--- config.mk ---
export PLATFORM = sky130hd
export DESIGN_NAME = mips32_mem_arbiter
export DESIGN_NICKNAME = d
export VERILOG_FILES = /design/src/rtl/mips32_mem_arbiter.sv
export SDC_FILE = /design/constraint.sdc
export NUM_CORES = 1
export LEC_CHECK = 0
export ABC_CLOCK_PERIOD_IN_PS = 4200
export BUFFER_PORTS_ARGS = -buffer_cell sky130_fd_sc_hd__buf_2
export CAP_MARGIN = 20
export CELL_PAD_IN_SITES_DETAIL_PLACEMENT = 1
export CELL_PAD_IN_SITES_GLOBAL_PLACEMENT = 2
export CORE_UTILIZATION = 13
export DETAILED_ROUTE_END_ITERATION = 7
export GPL_TIMING_DRIVEN = 0
export PLACE_DENSITY_LB_ADDON = 0.1
export SLEW_MARGIN = 10
export SYNTH_ARGS = -nofsm -noshare
export SYNTH_HDL_FRONTEND = slang
export SYNTH_SLANG_ARGS = --single-unit
--- constraint.sdc ---
create_clock -name clk -period 4.2 [get_ports clk]
set_input_delay 0.63 -clock clk [delete_from_list [all_inputs] [get_ports clk]]
set_output_delay 0.63 -clock clk [all_outputs]
set_load 0.01 [all_outputs]
--- src/rtl/mips32_mem_arbiter.sv ---
// mips32_mem_arbiter: shares the single-port 1024x32 unified memory between
// the instruction-fetch port (IF) and the data port (DM, LW/SW).
// At most one grant per cycle; read data returns one cycle after the grant
// and is routed back to whichever port owned the access.
// Build option: define MIPS32_MEM_ARB_RR_EN for round-robin arbitration;
// otherwise DM has fixed priority with a starvation override for IF.
module mips32_mem_arbiter #(
    parameter int AW         = 10,
    parameter int DW         = 32,
    parameter int STARVE_MAX = 4
) (
    input  logic          clk,
    input  logic          rst,
    input  logic          halt,
    input  logic          if_flush,
    input  logic          if_req,
    input  logic [AW-1:0] if_addr,
    output logic          if_gnt,
    output logic          if_rvalid,
    output logic [DW-1:0] if_rdata,
    input  logic          dm_req,
    input  logic          dm_we,
    input  logic [AW-1:0] dm_addr,
    input  logic [DW-1:0] dm_wdata,
    output logic          dm_gnt,
    output logic          dm_rvalid,
    output logic [DW-1:0] dm_rdata,
    output logic          mem_en,
    output logic          mem_we,
    output logic [AW-1:0] mem_addr,
    output logic [DW-1:0] mem_wdata,
    input  logic [DW-1:0] mem_rdata
);

    typedef enum logic [1:0] {
        RSP_NONE = 2'd0,
        RSP_IF   = 2'd1,
        RSP_DM   = 2'd2
    } rsp_owner_t;

    rsp_owner_t rsp_owner;
    logic       rsp_squash;
    logic       rsp_store;
    logic       grant_if;
    logic       grant_dm;

`ifdef MIPS32_MEM_ARB_RR_EN
    typedef enum logic {
        LAST_IF = 1'b0,
        LAST_DM = 1'b1
    } last_gnt_t;

    last_gnt_t last_gnt;

    // Round-robin pick: on contention the port that was not granted last wins
    always_comb begin
        grant_dm = 1'b0;
        grant_if = 1'b0;
        if (!rst && !halt) begin
            if (dm_req && (!if_req || last_gnt == LAST_IF)) begin
                grant_dm = 1'b1;
            end else if (if_req) begin
                grant_if = 1'b1;
            end
        end
    end

    // Remember which port received the most recent grant
    always_ff @(posedge clk) begin
        if (rst) begin
            last_gnt <= LAST_IF;
        end else if (grant_dm) begin
            last_gnt <= LAST_DM;
        end else if (grant_if) begin
            last_gnt <= LAST_IF;
        end
    end
`else
    localparam int CW = 4;

    logic [CW-1:0] starve_cnt;
    logic          if_forced;

    assign if_forced = if_req && (starve_cnt == CW'(STARVE_MAX));

    // Fixed DM priority, except a starved fetch is pushed ahead of DM once
    always_comb begin
        grant_dm = 1'b0;
        grant_if = 1'b0;
        if (!rst && !halt) begin
            if (dm_req && !if_forced) begin
                grant_dm = 1'b1;
            end else if (if_req) begin
                grant_if = 1'b1;
            end
        end
    end

    // Count consecutive cycles a waiting fetch was denied (halt cycles do not count)
    always_ff @(posedge clk) begin
        if (rst) begin
            starve_cnt <= '0;
        end else if (grant_if || !if_req) begin
            starve_cnt <= '0;
        end else if (!halt && starve_cnt != CW'(STARVE_MAX)) begin
            starve_cnt <= starve_cnt + 4'd1;
        end
    end
`endif

    // Response owner FSM: tracks who owns the data coming back next cycle
    always_ff @(posedge clk) begin
        if (rst) begin
            rsp_owner  <= RSP_NONE;
            rsp_squash <= 1'b0;
            rsp_store  <= 1'b0;
        end else begin
            rsp_squash <= if_flush;
            rsp_store  <= dm_we;
            if (grant_if) begin
                rsp_owner <= RSP_IF;
            end else if (grant_dm) begin
                rsp_owner <= RSP_DM;
            end else begin
                rsp_owner <= RSP_NONE;
            end
        end
    end

    assign if_gnt    = grant_if;
    assign dm_gnt    = grant_dm;

    assign mem_en    = grant_if | grant_dm;
    assign mem_we    = grant_dm & dm_we;
    assign mem_addr  = grant_if ? if_addr : (grant_dm ? dm_addr : '0);
    assign mem_wdata = (grant_dm && dm_we) ? dm_wdata : '0;

    // A fetch is squashed by a flush seen in either its grant or its response cycle
    assign if_rvalid = !rst && (rsp_owner == RSP_IF) && !rsp_squash && !if_flush;
    assign if_rdata  = if_rvalid ? mem_rdata : '0;

    assign dm_rvalid = !rst && (rsp_owner == RSP_DM);
    assign dm_rdata  = (dm_rvalid && !rsp_store) ? mem_rdata : '0;

endmodule

==> out/qor.txt <==
Max VDD drop - 0.0000548 V
Num Clock Sinks - 8
Layout Area Growth over Synthesis - 91.0%
ys async rst share - 0%
setup violators final - 0
layout cells sized above 1 - 55.8%
total number of vias - 2129
Max stage delay cell, worst path - dfxtp_1
Final Util - 25.8%
htree depth - 1
Clock Path Buffers - 2
RSZ-0062 raised after global routing - false
top post-synthesis cells by area - and2_1 (31%), and3_1 (16%), dfxtp_1 (12%)
# diodes - 0
crit path kind - register to primary output
largest stage delay on the critical path - 390 ps
crit path DAT - 1920 ps
final RePlAce weighted congestion - 0.733
sw frac - 30.2%
Fill cells - 1300
Die W - 103 um
Finished Layout Cells - 531
critical path data required time - 3570 ps
Slew Limit Fails - 0
Total GRT Usage - 11.4%
sequential area share after synthesis - 12.0%
drc violations - 0
cell with the most instances after synthesis - and2_1
total CTS buffers - 3
area leader, netlist - and2_1
clock power share - 30.8%
Routed Antenna Nets - 0
CP startpoint kind - register
Clock Skew - 3.10 ps
first-pass iteration count of the detailed router - 4
Buffers & Inverters on Critical Path - 3
share of the synthesized area in the top cell type - 31.0%
worst-skew pair later-pin latency - 220 ps
crit-path max FO - 10
most instantiated cells after synthesis - and2_1 (66), and3_1 (34), o21ai_0 (11)
initial antenna violation count - 0
dpl cells - 528
core area - 9860 um^2
crit end category - primary output
# rows - 36
pin count of the biggest net entering global routing - 11
Post-Syn Area per Cell - 6.88 um^2
DP HPWL - 6020 um
minimum clock period after layout - 2550 ps
Synth Flop Type - dfxtp_1
internal power - 200 uW
Static Leak - 1.65 nW
Synth Net Count - 287
Setup TNS - 0 ps
max cap viols - 0
initial DRC count - 36
combinational share of power - 41.1%
status - finished clean
die area - 10700 um^2
via density per instance - 4.01
total gr overflow - 0
Port Buffers - 201
CTS clk-pin slew, worst paths - 40 ps
synthesized instance count - 194
clk root buf - clkbuf_8
fmax - 392 MHz
Rel. slew slack - 67.3%
family with the most delay on the worst path - buffers and inverters
first-pass GRT wire length - 9590 um
Cell variety after synth - 32
Cell Pwr Density - 112 nW/um^2
HP Class - register to register
CTS tree - built
post-CTS sizing - 0
worst path cell trace - inv_1, ha_1, nand4b_1, clkbuf_1, nand4_1, o21ai_0, buf_2
CTS Hold Bufs - 0
number of flops mapped to enable cells by yosys - 0
DR WL/cell - 13.1 um
number of global-route vias before repair - 1929
Flop pwr share - 28.1%
FF+latch count, synth - 8
endpoints failing hold - 0
P_sw - 86.2 uW
R2R setup slack - 2580 ps
Starting Density - 13.5%
Detailed Route WL - 6970 um
IO Pins - 203
Setup Buffers After CTS - 0
Final Net Count - 493
worst-margin pin slew - 487 ps
DIE HEIGHT - 103 um
Netlist Area Pre-Place - 1330 um^2
fin crit share - 60.8%
total of warnings raised by yosys - 0
cells by family (layout without fill, tap and decap cells):
logic type | count (synthesis) | after routing | share of synthesized area, %
adder cells (fa/ha/maj) | 2 | 2 | 1.88
AO/OA/AOI/OAI | 18 | 18 | 7.79
buffers and inverters | 25 | 229 | 11.1
AND/OR/NAND/NOR | 141 | 141 | 67.3
flip-flops | 8 | 8 | 12.0
power groups by stage:
stage | sequential (mW) | combinational (mW) | clock, mW
detailed placement | 0.0817 | 0.119 | 0
floorplan | 0.0810 | 0.0479 | 0
global placement | 0.0816 | 0.119 | 0
finish | 0.0804 | 0.117 | 0.0882
CTS | 0.0805 | 0.120 | 0.0905
global route | 0.0807 | 0.132 | 0.0952
flip-flops by register name, indices dropped and copies added (netlist names):
name        flops
rsp_owner       2
rsp_squash      1
rsp_store       1
starve_cnt      4
cell type report:
class                   instances  area [um^2]  area share (%)
plain buffers                  19          125            4.91
clock buffers                   3         41.3            1.62
inverters                       6         22.5           0.884
multi-input cells             161         1030            40.3
flip-flops and latches          8          160            6.29
well taps                     133          166            6.53
repair buffers                201         1010            39.5
cells in the final DEF, fill, tap and decap left out, types with 3 or more instances in the layout:
master    synthesis  layout
o21ai_0          11      11
and2_1           66      66
nand3_1          10      10
nor2b_1           3       3
clkbuf_1          6       6
dfxtp_1           8       8
nand4_1          10      10
buf_2             7     208
inv_1             6       6
clkbuf_8          0       3
buf_6             6       6
and3_1           34      34
worst paths after layout:
| kind | startpoint | endpoint | cells past startpoint |
|---|---|---|---|
| min | starve_cnt[3] | starve_cnt[3] | 2 |
| max | starve_cnt[0] | mem_addr[9] | 7 |
| min reg2reg | starve_cnt[3] | starve_cnt[3] | 2 |
| max reg2reg | starve_cnt[0] | rsp_owner[0] | 6 |
worst register-to-register path: cells and delay by family (launching register included):
family	cells	cell delay, ps
DFF	1	340
adders and majority gates	1	230
and+or+nand+nor	3	710
buffers and inverters	2	260
per-stage QoR:
stage / setup slack [ps] / total power [mW] / instance area [um^2] / hold slack [ps]
final: 1650 / 0.286 / 2550 / 495
after global routing: 1410 / 0.307 / 2550 / 543
after CTS: 1590 / 0.291 / 2550 / 504
after detailed placement: 1730 / 0.201 / 2510 / 496
after global placement: 1740 / 0.201 / 2510 / 494
after floorplan: 2090 / 0.129 / 1330 / 461
metal layers:
metal | vias up | GRT usage [%] | share of wire [%]
met1 | 937 | 13.1 | 39
met5 | - | 0 | 0
met4 | 0 | 1.63 | 0.39
met3 | 2 | 1.61 | 8.4
met2 | 115 | 22.7 | 52
li1 | 1075 | - | -
Power figures use the tool's default switching activity.
